### src/rtl/hazard_control_unit_if.sv
`default_nettype none
// ============================================================================
// hazard_control_unit_if : hazard detection inputs and stall/flush controls
// Revision: 1.0
// ============================================================================
interface hazard_control_unit_if;
  logic        idex_mem_read;
  logic [4:0]  idex_rd;
  logic [4:0]  ifid_rn;
  logic [4:0]  ifid_rm;
  logic        ifid_uses_rn;
  logic        ifid_uses_rm;
  logic        branch_taken;
  logic        dmem_req;
  logic        dmem_ready;
  logic        pc_write;
  logic        ifid_write;
  logic        idex_bubble;
  logic        ifid_flush;
  logic        exmem_hold;
  logic        mem_timeout;
  logic [15:0] stall_cycles;

  modport master (
    output idex_mem_read, idex_rd, ifid_rn, ifid_rm, ifid_uses_rn, ifid_uses_rm,
           branch_taken, dmem_req, dmem_ready,
    input  pc_write, ifid_write, idex_bubble, ifid_flush, exmem_hold,
           mem_timeout, stall_cycles
  );

  modport slave (
    input  idex_mem_read, idex_rd, ifid_rn, ifid_rm, ifid_uses_rn, ifid_uses_rm,
           branch_taken, dmem_req, dmem_ready,
    output pc_write, ifid_write, idex_bubble, ifid_flush, exmem_hold,
           mem_timeout, stall_cycles
  );
endinterface
`default_nettype wire

### src/rtl/hazard_control_unit.sv
`default_nettype none
// ============================================================================
// hazard_control_unit : load-use / branch-flush / memory-wait sequencer
// Revision: 1.0
// ============================================================================
module hazard_control_unit #(
  parameter int LOAD_USE_CYCLES = 1,
  parameter int FLUSH_SLOTS     = 1,
  parameter int MEM_TIMEOUT     = 64
) (
  input  wire logic            clk,
  input  wire logic            reset_n,
  hazard_control_unit_if.slave hz
);
  localparam int               c_WAIT_W   = $clog2(MEM_TIMEOUT + 1);
  localparam logic [c_WAIT_W-1:0] c_WAIT_MAX = c_WAIT_W'(MEM_TIMEOUT);
  localparam logic [1:0]       c_LU_REM   = 2'(LOAD_USE_CYCLES - 1);
  localparam logic [1:0]       c_FL_REM   = 2'(FLUSH_SLOTS - 1);

  localparam logic [1:0] c_RUN        = 2'd0;
  localparam logic [1:0] c_LOAD_STALL = 2'd1;
  localparam logic [1:0] c_FLUSH      = 2'd2;

  logic [1:0]          r_state, w_state_nxt;
  logic [1:0]          r_rem, w_rem_nxt;
  logic [c_WAIT_W-1:0] r_wait;
  logic                r_mem_timeout;
  logic [15:0]         r_stall_cycles;
  logic                w_hazard, w_freeze;
  logic                w_pc_write, w_ifid_write, w_idex_bubble, w_ifid_flush, w_exmem_hold;

  // XZR is never a real destination, so it cannot create a dependency
  assign w_hazard = hz.idex_mem_read && (hz.idex_rd != 5'd31) &&
                    ((hz.ifid_uses_rn && (hz.ifid_rn == hz.idex_rd)) ||
                     (hz.ifid_uses_rm && (hz.ifid_rm == hz.idex_rd)));
  // Once the wait budget is spent the freeze is dropped for one cycle
  assign w_freeze = hz.dmem_req && !hz.dmem_ready && (r_wait != c_WAIT_MAX);

  always_ff @(posedge clk or negedge reset_n) begin
    if (!reset_n) begin
      r_state <= c_RUN;
      r_rem   <= 2'd0;
    end else begin
      r_state <= w_state_nxt;
      r_rem   <= w_rem_nxt;
    end
  end

  always_comb begin
    w_state_nxt = r_state;
    w_rem_nxt   = r_rem;
    if (!w_freeze) begin
      case (r_state)
        c_RUN: begin
          if (w_hazard) begin
            if (LOAD_USE_CYCLES > 1) begin
              w_state_nxt = c_LOAD_STALL;
              w_rem_nxt   = c_LU_REM;
            end
          end else if (hz.branch_taken && (FLUSH_SLOTS > 1)) begin
            w_state_nxt = c_FLUSH;
            w_rem_nxt   = c_FL_REM;
          end
        end
        c_LOAD_STALL, c_FLUSH: begin
          w_rem_nxt = r_rem - 2'd1;
          if (r_rem <= 2'd1) begin
            w_state_nxt = c_RUN;
            w_rem_nxt   = 2'd0;
          end
        end
        default: begin
          w_state_nxt = c_RUN;
          w_rem_nxt   = 2'd0;
        end
      endcase
    end
  end

  always_comb begin
    w_pc_write    = 1'b1;
    w_ifid_write  = 1'b1;
    w_idex_bubble = 1'b0;
    w_ifid_flush  = 1'b0;
    w_exmem_hold  = 1'b0;
    if (!reset_n) begin
      w_pc_write    = 1'b0;
      w_ifid_write  = 1'b0;
      w_idex_bubble = 1'b1;
      w_ifid_flush  = 1'b1;
    end else if (w_freeze) begin
      w_pc_write   = 1'b0;
      w_ifid_write = 1'b0;
      w_exmem_hold = 1'b1;
    end else begin
      case (r_state)
        c_LOAD_STALL: begin
          w_pc_write    = 1'b0;
          w_ifid_write  = 1'b0;
          w_idex_bubble = 1'b1;
        end
        c_FLUSH: w_ifid_flush = 1'b1;
        default: begin
          // A branch alongside a load-use hazard read a stale operand
          if (w_hazard) begin
            w_pc_write    = 1'b0;
            w_ifid_write  = 1'b0;
            w_idex_bubble = 1'b1;
          end else if (hz.branch_taken) begin
            w_ifid_flush = 1'b1;
          end
        end
      endcase
    end
  end

  always_ff @(posedge clk or negedge reset_n) begin
    if (!reset_n) begin
      r_wait         <= '0;
      r_mem_timeout  <= 1'b0;
      r_stall_cycles <= 16'd0;
    end else begin
      if (w_freeze) begin
        r_wait <= r_wait + 1'b1;
        if (r_wait == c_WAIT_MAX - 1'b1) r_mem_timeout <= 1'b1;
      end else begin
        r_wait <= '0;
      end
      if (!w_pc_write && (r_stall_cycles != 16'hFFFF))
        r_stall_cycles <= r_stall_cycles + 16'd1;
    end
  end

  assign hz.pc_write     = w_pc_write;
  assign hz.ifid_write   = w_ifid_write;
  assign hz.idex_bubble  = w_idex_bubble;
  assign hz.ifid_flush   = w_ifid_flush;
  assign hz.exmem_hold   = w_exmem_hold;
  assign hz.mem_timeout  = r_mem_timeout;
  assign hz.stall_cycles = r_stall_cycles;
endmodule
`default_nettype wire
### src/flat_wrapper.sv
// flat-port wrapper written by rule: the top's interface ports become plain ports
module hazard_control_unit_flat 
#(
  parameter int LOAD_USE_CYCLES = 1,
  parameter int FLUSH_SLOTS     = 1,
  parameter int MEM_TIMEOUT     = 64
)
  (clk, reset_n, hz_idex_mem_read, hz_idex_rd, hz_ifid_rn, hz_ifid_rm, hz_ifid_uses_rn, hz_ifid_uses_rm, hz_branch_taken, hz_dmem_req, hz_dmem_ready, hz_pc_write, hz_ifid_write, hz_idex_bubble, hz_ifid_flush, hz_exmem_hold, hz_mem_timeout, hz_stall_cycles);
  hazard_control_unit_if hz_i ();
  input  wire logic clk;
  input  wire logic reset_n;
  input wire logic [$bits(hz_i.idex_mem_read)-1:0] hz_idex_mem_read;
  input wire logic [$bits(hz_i.idex_rd)-1:0] hz_idex_rd;
  input wire logic [$bits(hz_i.ifid_rn)-1:0] hz_ifid_rn;
  input wire logic [$bits(hz_i.ifid_rm)-1:0] hz_ifid_rm;
  input wire logic [$bits(hz_i.ifid_uses_rn)-1:0] hz_ifid_uses_rn;
  input wire logic [$bits(hz_i.ifid_uses_rm)-1:0] hz_ifid_uses_rm;
  input wire logic [$bits(hz_i.branch_taken)-1:0] hz_branch_taken;
  input wire logic [$bits(hz_i.dmem_req)-1:0] hz_dmem_req;
  input wire logic [$bits(hz_i.dmem_ready)-1:0] hz_dmem_ready;
  output wire logic [$bits(hz_i.pc_write)-1:0] hz_pc_write;
  output wire logic [$bits(hz_i.ifid_write)-1:0] hz_ifid_write;
  output wire logic [$bits(hz_i.idex_bubble)-1:0] hz_idex_bubble;
  output wire logic [$bits(hz_i.ifid_flush)-1:0] hz_ifid_flush;
  output wire logic [$bits(hz_i.exmem_hold)-1:0] hz_exmem_hold;
  output wire logic [$bits(hz_i.mem_timeout)-1:0] hz_mem_timeout;
  output wire logic [$bits(hz_i.stall_cycles)-1:0] hz_stall_cycles;
  assign hz_i.idex_mem_read = hz_idex_mem_read;
  assign hz_i.idex_rd = hz_idex_rd;
  assign hz_i.ifid_rn = hz_ifid_rn;
  assign hz_i.ifid_rm = hz_ifid_rm;
  assign hz_i.ifid_uses_rn = hz_ifid_uses_rn;
  assign hz_i.ifid_uses_rm = hz_ifid_uses_rm;
  assign hz_i.branch_taken = hz_branch_taken;
  assign hz_i.dmem_req = hz_dmem_req;
  assign hz_i.dmem_ready = hz_dmem_ready;
  assign hz_pc_write = hz_i.pc_write;
  assign hz_ifid_write = hz_i.ifid_write;
  assign hz_idex_bubble = hz_i.idex_bubble;
  assign hz_ifid_flush = hz_i.ifid_flush;
  assign hz_exmem_hold = hz_i.exmem_hold;
  assign hz_mem_timeout = hz_i.mem_timeout;
  assign hz_stall_cycles = hz_i.stall_cycles;
  hazard_control_unit #(.LOAD_USE_CYCLES(LOAD_USE_CYCLES), .FLUSH_SLOTS(FLUSH_SLOTS), .MEM_TIMEOUT(MEM_TIMEOUT)) u_core (.clk(clk), .reset_n(reset_n), .hz(hz_i));
endmodule
### config.mk
export PLATFORM = sky130hd
export DESIGN_NAME = hazard_control_unit_flat
export DESIGN_NICKNAME = d
export VERILOG_FILES = /design/src/rtl/hazard_control_unit_if.sv /design/src/rtl/hazard_control_unit.sv /design/src/flat_wrapper.sv
export SDC_FILE = /design/constraint.sdc
export NUM_CORES = 1
export LEC_CHECK = 0
export ABC_AREA = 1
export CORE_AREA = 2 2 56 84
export DETAILED_ROUTE_END_ITERATION = 16
export DIE_AREA = 0 0 58 86
export PLACE_DENSITY_LB_ADDON = 0.12
export SYNTH_ARGS = -nofsm -noshare
export SYNTH_HDL_FRONTEND = slang
export SYNTH_SLANG_ARGS = --single-unit
### constraint.sdc
create_clock -name clk -period 1.4 [get_ports clk]
set_input_delay 0.14 -clock clk [delete_from_list [all_inputs] [get_ports clk]]
set_output_delay 0.14 -clock clk [all_outputs]
set_load 0.01 [all_outputs]
==> qor.yml, run 1 <==
placed_design:
  port_buffers: 44
  gp_congestion: 0.804
  hpwlAfterDp_mm: 3.14
  postPlaceCellArea_sq_um: 2380
timing:
  tns_ps: -2450
  period_needed_ps: 1590
  tightest_slew_ps: 204
  worst_slack_ps: -186
  rsz0062_at_grt: "yes"
  period_share: 1.13
  skew_ps: 10.2
  slew_headroom: 0.863
  setup_violations: 21
  hold_violations: 0
  max_freq_ghz: 0.631
  slew_violations: 0
logic_synthesis:
  synthTopCellsByCount: "nand2_1 (84), inv_1 (31), dfrtp_1 (24), nand3_1 (24), nor2_1 (24)"
  synth.most_common_cell: "nand2_1"
  syn_area_per_cell_sq_um: 6.90
  synth_edf_count: 0
  ys_top_cells_by_area: "dfrtp_1 (36%), nand2_1 (19%), nand3_1 (7.3%)"
  netlist_instances: 240
  ys_ff_latch: 24
  synth_top_cell_by_area: "dfrtp_1"
  ys_async_sr_fraction: 1.00
  synth_top_area_frac: 0.363
  synth.distinct_cells: 27
  seq_area_frac_synth: 0.363
  synthFlopType: "dfrtp_1"
  synth_area_sq_um: 1660
  synth_nets: 266
  yosys_warnings: 0
power:
  ir_drop_mv: 0.934
  power.leakage_nw: 1.55
  power.density_nw_per_um2: 825
  power.total_mw: 2.20
min_path:
  hp-class: "in2async"
run_status:
  violations: "negative setup slack"
  status: "finished, violations left"
route:
  viasPerCell: 4.65
  drc: 0
  first_iter_violations: 44
  wl_met1_mm: 1.74
  wl_mm: 4.31
  dr_wl_met2_mm: 2.39
  firstDrtPassIters: 4
  met3_length_um: 136
  ant_nets: 0
  vias: 1736
  wire_per_inst_um: 11.5
  highest_layer: "met4"
worst_setup_path:
  required_ps: 1260
  worst_ep_arrival_time_ps: 1450
  cp-start-kind: "flip-flop"
  crit_fanout: 3
  endpoint_kind: "primary output"
  crit_type: "reg2out"
grt:
  grt_max_degree: 15
  grt_usage: 0.179
  grt_pass1_wl_mm: 6.94
  grt-ovfl-total: 0
  grt_pass1_vias: 1651
  antenna_found_initial: 0
layout:
  drive_above_1_share: 0.300
  n_antenna_cell: 0
  nets: 354
  stdcell_area_sq_um: 2670
  syn_to_final_growth_pct: 61.0
  fillers: 408
floorplanning:
  start_util: 0.393
  core_sq_um: 4210
  die-area_sq_um: 4990
  fp.dieH_um: 86
  io_pins: 45
  die_w_um: 58
  num_rows: 29
clocking:
  clk_latency_ps: 270
  clk_pin_slew_ps: 90
  htreeDepth: 1
  clkSinkCount: 24
  cts_made_buffers: 3
  cts_tree: "built"
  cts_root_buffer: "clkbuf_8"
  clockBufferDepth: 2
run:
  drv_cap: 0
[path summary, 6_finish.rpt]
check / from / endpoint / slack (ps) / cells after the start
max in group asynchronous: reset_n / u_core.hz.stall_cycles[6] / 900 / 3
min in group clk: u_core.hz.mem_timeout / u_core.hz.mem_timeout / 470 / 2
min: reset_n / u_core.r_wait[1] / 340 / 3
min reg2reg: u_core.hz.mem_timeout / u_core.hz.mem_timeout / 470 / 2
max: u_core.r_wait[5] / hz_ifid_write / -190 / 7
max reg2reg: u_core.r_wait[1] / u_core.hz.stall_cycles[2] / -140 / 10
[stage by stage]
step,instances,hold slack (ps),setup slack [ps],util
floorplan,240,-156,-45.8,-
global placement,356,450,-634,0.565
detailed placement,356,458,-647,0.565
CTS,369,346,-194,0.610
global route,373,366,-270,0.633
finish,373,337,-186,0.633
[flip-flops by register name, summed over array words and instances (netlist names)]
register,cells
u_core.r_wait,7
u_core.hz.mem_timeout,1
u_core.hz.stall_cycles,16
[per-layer routing]
metal | vias to the layer above | track usage
met5 | - | 0
met4 | 0 | 0.0613
met3 | 4 | 0.0196
met2 | 33 | 0.352
met1 | 789 | 0.190
li1 | 910 | -
[logic make-up (layout without fill, tap and decap cells)]
| family | Yosys count | in the layout | share of synthesized area |
|---|---|---|---|
| and+or+nand+nor | 157 | 157 | 0.444 |
| buffers and inverters | 41 | 128 | 0.105 |
| DFF | 24 | 24 | 0.363 |
| xor gates and xnor gates | 8 | 8 | 0.0423 |
| AOI/OAI and AO/OA | 7 | 7 | 0.0227 |
| adders and majority gates | 3 | 3 | 0.0227 |
[cell type report]
type	instances	area (sq um)	share of cell area
clock buffer	3	41.3	0.0155
clock inverter	1	30.0	0.0113
inverter	36	138	0.0516
multi-input combinational	175	1040	0.390
sequential	24	602	0.226
tap	46	57.6	0.0216
timing repair buffer	88	757	0.284
[repair_timing]
| action | 4_1_cts | 5_1_grt |
|---|---|---|
| pin swaps | 15 | 10 |
| resized for setup | 71 | 18 |
| hold buffers | 0 | 0 |
| setup buffers | 10 | 4 |
| setup endpoints to repair | 33 | 29 |
[worst max-delay path: stages, from the launching register on]
cell and delay, ps:
dfrtp_1 420, nor3_4 180, nand3_2 110, nand3_4 90, buf_6 110, nand3_4 100, inv_4 70, buf_6 90
[cell usage in the layout (no fill, tap or decap), drive strengths merged]
master          n
or2             1
nor3            5
nand3          26
clkdlybuf4s50  12
nor2           29
bufinv          1
inv            36
buf            49
a21oi           3
and3            1
nand2          91
o21a            1
dfrtp          24
dlymetal6s2s    3
xnor2           1
ha              3
clkbuf          3
dlygate4sd2    24
nand4           3
xor2            7
nand3b          1
o21ai           3
[where the power goes]
part	total [mW]	switching, mW	internal [mW]	leakage (nW)
combinational	0.767	0.373	0.393	1.20
clock	0.613	0.231	0.382	0.0357
sequential	0.819	0.0504	0.769	0.319
total	2.20	0.654	1.54	1.55
No activity file was read; power rests on OpenSTA's default activity.
==> inputs of run 2 (changes only) <==
--- a/config.mk
+++ b/config.mk
@@ -6,10 +6,10 @@
 export NUM_CORES = 1
 export LEC_CHECK = 0
 export ABC_AREA = 1
-export CORE_AREA = 2 2 56 84
+export CORE_AREA = 2 2 54 81
 export DETAILED_ROUTE_END_ITERATION = 16
-export DIE_AREA = 0 0 58 86
-export PLACE_DENSITY_LB_ADDON = 0.12
+export DIE_AREA = 0 0 56 83
+export PLACE_DENSITY = 0.83
 export SYNTH_ARGS = -nofsm -noshare
 export SYNTH_HDL_FRONTEND = slang
 export SYNTH_SLANG_ARGS = --single-unit
==> qor.yml, run 2 (synthesis results as in run 1) <==
timing:
  slew_violations: 0  # unchanged
  period_needed_ps: 1620  # +31.0 ps
  skew_ps: 6.57  # -3.62 ps
  setup_violations: 21  # unchanged
  max_freq_ghz: 0.618  # -1.9%
  tightest_slew_ps: 273  # +69.0 ps
  worst_slack_ps: -217  # -31.0 ps
  hold_violations: 0  # unchanged
  slew_headroom: 0.818  # -0.0450
  period_share: 1.16  # +0.0222
  rsz0062_at_grt: "yes"
floorplanning:
  io_pins: 45  # unchanged
  fp.dieH_um: 83  # -3.5%
  die-area_sq_um: 4650  # -6.8%
  start_util: 0.422  # +0.0286
  core_sq_um: 3920  # -6.8%
  die_w_um: 56  # -3.4%
  num_rows: 28  # -3.4%
grt:
  use_met2: 0.445  # +0.0926
  grt_pass1_wl_mm: 8.50  # +22%
  grt_busiest_layer: "met2"
  grt_pass1_vias: 1971  # +19%
  met1_usage: 0.230  # +0.0400
  grtUsageMet3: 0.0234  # +0.00376
  grt_max_degree: 21  # +6
  grt-ovfl-total: 0  # unchanged
  antenna_found_initial: 0  # unchanged
  grt_usage: 0.223  # +0.0434
route:
  vias: 1917  # +10%
  viasPerCell: 5.01  # +7.5%
  first_iter_violations: 61  # +39%
  firstDrtPassIters: 5  # +1
  wire_per_inst_um: 13.7  # +18%
  wl_mm: 5.24  # +22%
  ant_nets: 0  # unchanged
  drc: 0  # unchanged
worst_setup_path:
  crit_buf_inv: 3  # unchanged
  crit_fanout: 3  # unchanged
  required_ps: 1260  # about the same
  cp_cell_sequence: "nor3_4 > nand3_4 > nand3_4 > buf_6 > inv_2 > o21ai_2 > buf_2"
  endpoint_kind: "primary output"
  r2r_end: "u_core.hz.stall_cycles[12]"
  cpMostUsedCell: "nand3_4"
  r2r_setup_slack_ps: -160  # -20 ps
  worst_ep_arrival_time_ps: 1480  # +30 ps
  critPathTopFamily: "flip-flops"
  regToRegStartpoint: "u_core.r_wait[0]"
  crit_type: "reg2out"
  cp-start-kind: "flip-flop"
  path_depth: 7  # unchanged
  crit_slowest_cell: "dfrtp_1"
  reg2regPathDepth: 10  # unchanged
  slowest_delay_ps: 420  # about the same
clocking:
  postCtsHoldBufs: 0  # unchanged
  clockBufferDepth: 2  # unchanged
  cts_tree: "built"
  clk_latency_ps: 270  # about the same
  cts_made_buffers: 3  # unchanged
  clkSinkCount: 24  # unchanged
  cts_root_buffer: "clkbuf_8"
  clk_pin_slew_ps: 80  # about the same
  htreeDepth: 1  # unchanged
placed_design:
  postPlaceCellArea_sq_um: 2440  # +2.5%
  place_inst: 363  # +2.0%
  gp_congestion: 0.840  # +4.5%
  port_buffers: 44  # unchanged
  hpwlAfterDp_mm: 3.32  # +5.9%
power:
  clkPwrFrac: 0.195  # -0.084
  power.leakage_nw: 1.60  # +3.1%
  seq_power_share: 0.392  # +0.019
  p_int_mw: 1.40  # -9.5%
  switching_share: 0.334  # +0.0368
  power.density_nw_per_um2: 749  # -9.3%
  power.share.combinational: 0.412  # +0.063
  ir_drop_mv: 1.13  # +21%
  p_sw_mw: 0.702  # +7.3%
run_status:
  status: "finished, violations left"
  violations: "negative setup slack"
layout:
  finalNonFillerCells: 383  # +2.7%
  stdcell_area_sq_um: 2810  # +5.3%
  final_cell_mix: "nand2_1 (79), buf_4 (47), dlygate4sd2_1 (26)"
  drive_above_1_share: 0.370  # +0.0701
  largest_reg_flops: 16  # unchanged
  fillers: 289  # -29%
  n_antenna_cell: 0  # unchanged
  nets: 366  # +3.4%
  layout_commonest_cell: "nand2_1"
  syn_to_final_growth_pct: 69.5
run:
  drv_cap: 0  # unchanged
min_path:
  hp-class: "in2async"
## run 2: changes by cell type in the layout (fill, tap and decap cells not counted), moves of 3 or more
| cell | delta |
|---|---|
| nand3_1 | -11 |
| buf_6 | +3 |
| buf_4 | +7 |
| nand3_2 | +10 |
| nor2_2 | +4 |
## run 2: layer usage
metal,up-vias,share of wire
met5,-,0
met4,0,0.035
met3,16,0.038
met2,62,0.58
met1,907,0.35
li1,932,-
## run 2: tightest hold or removal path, stage by stage
cell	delay (ps)
clkdlybuf4s50_1	450
buf_4	170
buf_4	130
## run 2: worst max path at each step
stage	start	slack, ps	to
CTS	u_core.r_wait[0]	-220	hz_exmem_hold
global route	u_core.r_wait[4]	-280	hz_ifid_write
detailed placement	hz_idex_rd[3]	-720	hz_idex_bubble
global placement	hz_idex_rd[3]	-680	hz_idex_bubble
floorplan	u_core.hz.stall_cycles[0]	-50	u_core.hz.stall_cycles[6]
finish	u_core.r_wait[4]	-220	hz_idex_bubble
## run 2: per-stage QoR
step                hold WS [ps]  power [mW]  setup WS (ps)  setup TNS, ps   util
floorplan                   -156        1.17          -45.8           -624      -
global placement             450        1.61           -677         -10780  0.621
detailed placement           450        1.63           -723         -11100  0.621
CTS                          296        2.05           -219          -1670  0.683
global route                 309        2.22           -280          -4700  0.715
finish                       296        2.10           -217          -3080  0.715
## run 2: final cells by class
type / count / area (sq um) / share of cell area
Clock buffer: 3 / 41.3 / 0.0147
Inverter: 36 / 138 / 0.0491
Multi-Input combinational cell: 175 / 1100 / 0.394
Sequential cell: 24 / 602 / 0.215
Tap cell: 45 / 56.3 / 0.0201
Timing Repair Buffer: 100 / 863 / 0.308
## run 2: power by group through the flow
stage / Clock [mW] / Sequential [mW] / Combinational (mW)
final: 0.410 / 0.824 / 0.866
after global routing: 0.439 / 0.833 / 0.946
after CTS: 0.413 / 0.819 / 0.817
after detailed placement: 0 / 0.836 / 0.789
after global placement: 0 / 0.829 / 0.778
after floorplan: 0 / 0.897 / 0.275
## run 2: repair_timing
action | 4_1_cts | 5_1_grt
resized for setup | 88 | 19
endpoints found under the setup margin | 35 | 32
hold endpoints to repair | 0 | 0
pin swaps | 39 | 15
gates cloned | 0 | 0
setup buffers | 12 | 6
==> inputs of run 3 (changes only) <==
--- a/config.mk
+++ b/config.mk
@@ -6,6 +6,7 @@
 export NUM_CORES = 1
 export LEC_CHECK = 0
 export ABC_AREA = 1
+export CAP_MARGIN = 20
 export CORE_AREA = 2 2 54 81
 export DETAILED_ROUTE_END_ITERATION = 16
 export DIE_AREA = 0 0 56 83
==> results of run 3 <==
Final layout, timing and power as in run 2 (identical DEF).
